File: src/rtl/regfile_wb_arbiter.sv
// regfile_wb_arbiter: shares the register-file write port between integer writeback and FP results.
// Ports: clk/reset; int_valid/int_rd/int_wd integer writeback; fpu_issue/fpu_issue_rd mark busy;
// fpu_valid/fpu_rd/fpu_wd/fpu_ready FP result handshake; dec_rs1/dec_rs2/dec_rd -> hazard_stall;
// pipe_freeze holds the pipeline to drain a starved FIFO; we3/a3/wd3 drive the register file.
module regfile_wb_arbiter #(
  parameter int DEPTH = 2,
  parameter int STARVE_LIMIT = 4
) (
  input  logic        clk,
  input  logic        reset,
  input  logic        int_valid,
  input  logic [4:0]  int_rd,
  input  logic [31:0] int_wd,
  input  logic        fpu_issue,
  input  logic [4:0]  fpu_issue_rd,
  input  logic        fpu_valid,
  input  logic [4:0]  fpu_rd,
  input  logic [31:0] fpu_wd,
  output logic        fpu_ready,
  input  logic [4:0]  dec_rs1,
  input  logic [4:0]  dec_rs2,
  input  logic [4:0]  dec_rd,
  output logic        hazard_stall,
  output logic        pipe_freeze,
  output logic        we3,
  output logic [4:0]  a3,
  output logic [31:0] wd3
);
  localparam int AW = $clog2(DEPTH);
  localparam int SW = $clog2(STARVE_LIMIT + 1);
  typedef struct packed {
    logic [4:0]  rd;
    logic [31:0] wd;
  } ent_t;
  ent_t          mem_q [DEPTH];
  logic [AW-1:0] rp_q, wp_q;
  logic [AW:0]   cnt_q, cnt_d;
  logic [SW-1:0] st_q, st_d;
  logic [31:0]   busy_q, busy_d;
  logic          empty, full, g_fifo, g_int, g_byp, push;
  logic [4:0]    w_rd;
  logic [31:0]   w_wd;
  ent_t          head;
  always_comb begin
    empty        = cnt_q == '0;
    full         = cnt_q == (AW+1)'(DEPTH);
    head         = mem_q[rp_q];
    pipe_freeze  = !reset & !empty & (st_q == SW'(STARVE_LIMIT));
    g_fifo       = !reset & !empty & (pipe_freeze | !int_valid);
    g_int        = !reset & int_valid & !pipe_freeze;
    // bypass only when nothing older is queued, so FIFO order is never overtaken
    g_byp        = !reset & fpu_valid & !int_valid & empty;
    fpu_ready    = !reset & (!full | g_fifo);
    push         = fpu_valid & fpu_ready & !g_byp;
    w_rd         = g_fifo ? head.rd : g_int ? int_rd : g_byp ? fpu_rd : '0;
    w_wd         = g_fifo ? head.wd : g_int ? int_wd : g_byp ? fpu_wd : '0;
    we3          = w_rd != '0;
    a3           = w_rd;
    wd3          = w_wd;
    // clear before set so an issue to the register being retired stays busy
    busy_d       = (busy_q & ~((g_fifo | g_byp) ? 32'd1 << w_rd : 32'd0))
                 | (fpu_issue ? 32'd1 << fpu_issue_rd : 32'd0);
    busy_d[0]    = 1'b0;
    hazard_stall = !reset & ((dec_rs1 != '0 & busy_q[dec_rs1]) |
                             (dec_rs2 != '0 & busy_q[dec_rs2]) |
                             (dec_rd  != '0 & busy_q[dec_rd]));
    st_d         = (empty | g_fifo) ? '0 : (g_int & st_q != SW'(STARVE_LIMIT)) ? st_q + 1'b1 : st_q;
    cnt_d        = cnt_q + (AW+1)'(push) - (AW+1)'(g_fifo);
  end
  always_ff @(posedge clk) begin
    if (reset) begin
      rp_q   <= '0;
      wp_q   <= '0;
      cnt_q  <= '0;
      st_q   <= '0;
      busy_q <= '0;
    end else begin
      rp_q   <= rp_q + AW'(g_fifo);
      wp_q   <= wp_q + AW'(push);
      cnt_q  <= cnt_d;
      st_q   <= st_d;
      busy_q <= busy_d;
      if (push) mem_q[wp_q] <= '{rd: fpu_rd, wd: fpu_wd};
    end
  end
endmodule
File: config.mk
export PLATFORM = sky130hd
export DESIGN_NAME = regfile_wb_arbiter
export DESIGN_NICKNAME = d
export VERILOG_FILES = /design/src/rtl/regfile_wb_arbiter.sv
export SDC_FILE = /design/constraint.sdc
export NUM_CORES = 1
export LEC_CHECK = 0
export CORE_ASPECT_RATIO = 0.9
export CORE_MARGIN = 2
export CORE_UTILIZATION = 40
export DETAILED_ROUTE_END_ITERATION = 10
export PLACE_DENSITY = 0.66
export REMOVE_ABC_BUFFERS = 1
export SLEW_MARGIN = 20
export SYNTH_ARGS = -nofsm -noshare
export SYNTH_HDL_FRONTEND = slang
export SYNTH_SLANG_ARGS = --single-unit
File: constraint.sdc
create_clock -name clk -period 4.4 [get_ports clk]
set_clock_uncertainty 0.15 [all_clocks]
set_input_delay 1.32 -clock clk [delete_from_list [all_inputs] [get_ports clk]]
set_output_delay 1.32 -clock clk [all_outputs]
set_load 0.05 [all_outputs]
==> impl_metrics.toml <==
[drt]
via_per_inst = 5.94
drt-initial-drc-count = 433
wl_mm = 18.0
vias = 5226
antenna_left = 0
post_drt_wl_per_cell_um = 20.4
first_pass_iters = 5
drc = 0

[layout]
area.growth.synth_to_final_pct = 53.5
final_common_cell = "clkdlybuf4s50_1"
antenna_cells = 0
nFillCells = 1089
nets = 780
design_area_um2 = 9190
finish.utilization_pct = 62.6
layout_common_cells = "79 x clkdlybuf4s50_1, 74 x edfxtp_1, 52 x buf_4"
drive_above_1_share_pct = 31.8

[worst_setup_path]
critPathKind = "in -> out"
required_ns = 2.93
slowest_delay_ns = 0.37
path_cells = "buf_6 -> a21boi_1 -> a2111oi_2 -> buf_4 -> a31oi_2 -> or3_1 -> or3_1 -> buf_6"
cp.arrival_ns = 2.97
critPathTopFamily = "simple AND/OR/NAND/NOR gates"
cp-end-kind = "output pin"
crit_fanout = 4
slowest_stage = "or3_1"
cp-start-kind = "input pin"
path_buf_inv = 3

[clock_network]
cts_tree = "yes"
clock_latency_ns = 0.35
cts_max_path_buffers = 2
clk_pin_slew_ns = 0.07
cts.sink_count = 112
cts_root_buffer = "clkbuf_16"
cts_buffers = 9
cts-htree-levels = 3

[run_status]
violations = "setup timing"
outcome = "finished with violations"

[sta]
drv_slew = 0
min_period_over_period_pct = 101
maxSlewHeadroom_pct = 57.1
hold_violations = 0
rsz0062_at_grt = "yes"
clock.fmax_ghz = 0.225
min_period_ns = 4.44
holdWs_ns = 0.313
fin_ws_ns = -0.0368
fin_tns_setup_ns = -0.0368
setup_viol = 1
worst_slew_pin_slew_ns = 0.641

[floorplan]
die_h_um = 120
core-area_um2 = 14700
start_util_pct = 40.8
fp-row-count = 42
dieArea_um2 = 16000
die_x_um = 133
io_pins = 140

[synth]
ys_ff_latch = 112
synth.top_cell.area_share_pct = 37.1
async_flop_share_pct = 0
synth-edff-count = 74
seq_area_frac_synth_pct = 49.9
ys_types = 51
synthCells = 500
netlist_top_cells_area = "edfxtp_1 37%, dfxtp_1 13%, mux2i_1 8.4%"
yosysWarnings = 0
synth_area_leader_cell = "edfxtp_1"
synth.avg_cell_area_um2 = 12.0
synth_top_flop_cell = "edfxtp_1"
syn_area_um2 = 5980

[worst_hold_path]
hp-class = "reg -> reg"

[grt]
grt_antenna_before_repair = 0
grtUsageTotal_pct = 22.8
grt_pass1_vias = 5159
grt_max_degree = 35
grt_pass1_wl_mm = 28.3
grt_overflow = 0

[flow_run]
cap_violations = 0

[placement]
place_area_um2 = 8350
io_buffers = 139
gp_congestion = 0.911
dp_hpwl_mm = 12.6
dp_slack_ns = -0.579

[power_and_ir_drop]
power.density_nw_per_um2 = 329
power.static_leakage_nw = 3.16
ir_drop_uv = 224
[synthesized netlist by cell type, types with 2 or more instances]
| master | instances |
|---|---|
| a221oi_1 | 33 |
| nand2_1 | 16 |
| nand2b_1 | 5 |
| nor2b_1 | 3 |
| a31oi_1 | 4 |
| o31ai_4 | 2 |
| mux2_2 | 2 |
| nor2_1 | 23 |
| buf_1 | 8 |
| dfxtp_1 | 38 |
| buf_2 | 9 |
| a21oi_1 | 33 |
| ha_1 | 4 |
| or3_1 | 5 |
| and2_1 | 4 |
| mux2i_1 | 50 |
| a32oi_1 | 2 |
| or2_2 | 3 |
| a32o_1 | 17 |
| nor3_1 | 4 |
| edfxtp_1 | 74 |
| and3_1 | 7 |
| inv_1 | 22 |
| o211ai_1 | 3 |
| mux4_2 | 22 |
| clkbuf_1 | 21 |
| nand3_1 | 13 |
| xnor2_1 | 4 |
| nor4_1 | 15 |
| nand4_1 | 16 |
| o32ai_1 | 15 |
| nand3b_1 | 2 |
| inv_2 | 3 |
[timing repair]
item                       4_1_cts  5_1_grt
pin swaps                       15        8
setup buffers                   10        1
hold endpoints to repair         0        0
resized for setup              100       50
hold buffers                     0        0
cloned                           3        0
setup endpoints to repair       39       34
[area by class of cell]
cell class,count,area [µm²],area share [%]
flip-flops and latches,112,2980,32.5
clock buffers,10,229,2.49
repair buffers,204,2530,27.6
multi-input cells,325,3030,33.0
well taps,198,248,2.70
clock inverters,6,66.3,0.722
inverters,25,96.3,1.05
[layer usage]
layer,wire length (µm),track usage [%],share of wire (%)
met1,7670,30.9,43
met2,8940,37.9,50
met3,1060,3.42,5.9
met4,321,6.99,1.8
met5,0,0,0
[state kept, by name (all words and copies together), names as in the netlist]
name / flops
st_q: 3
cnt_q: 2
busy_q: 31
wp_q: 1
rp_q: 1
mem_q: 74
[worst paths after layout]
| kind | from | endpoint | slack, ns | depth (start not counted) |
|---|---|---|---|---|
| hold reg to reg | st_q[0] | st_q[0] | 0.31 | 1 |
| setup reg to reg | st_q[0] | cnt_q[1] | 1.83 | 12 |
| hold / removal | st_q[0] | st_q[0] | 0.31 | 1 |
| setup / recovery | int_valid | we3 | -0.04 | 8 |
[per-stage QoR]
| stage | power, mW | std cells |
|---|---|---|
| finish | 3.02 | 880 |
| global route | 3.13 | 880 |
| CTS | 3.04 | 881 |
| detailed placement | 2.13 | 853 |
| global placement | 2.11 | 853 |
| floorplan | 1.63 | 462 |
[cells by family (layout without fill, tap and decap cells)]
| group | count (synthesis) | in the layout | synth area share, % |
|---|---|---|---|
| AOI/OAI and AO/OA | 122 | 122 | 16.5 |
| xor gates and xnor gates | 5 | 5 | 0.732 |
| adders and majority gates | 4 | 4 | 0.837 |
| DFF | 112 | 112 | 49.9 |
| buffers and inverters | 63 | 245 | 4.14 |
| and+or+nand+nor | 120 | 120 | 10.9 |
| muxes | 74 | 74 | 17.0 |
[report_power, final]
group | internal (mW) | switching, mW | leakage [nW]
Clock | 0.444 | 0.373 | 0.137
Combinational | 0.494 | 0.524 | 2.04
Sequential | 1.16 | 0.0265 | 0.981
Total | 2.10 | 0.924 | 3.16
Note: power is estimated with default switching activity, not from simulation.
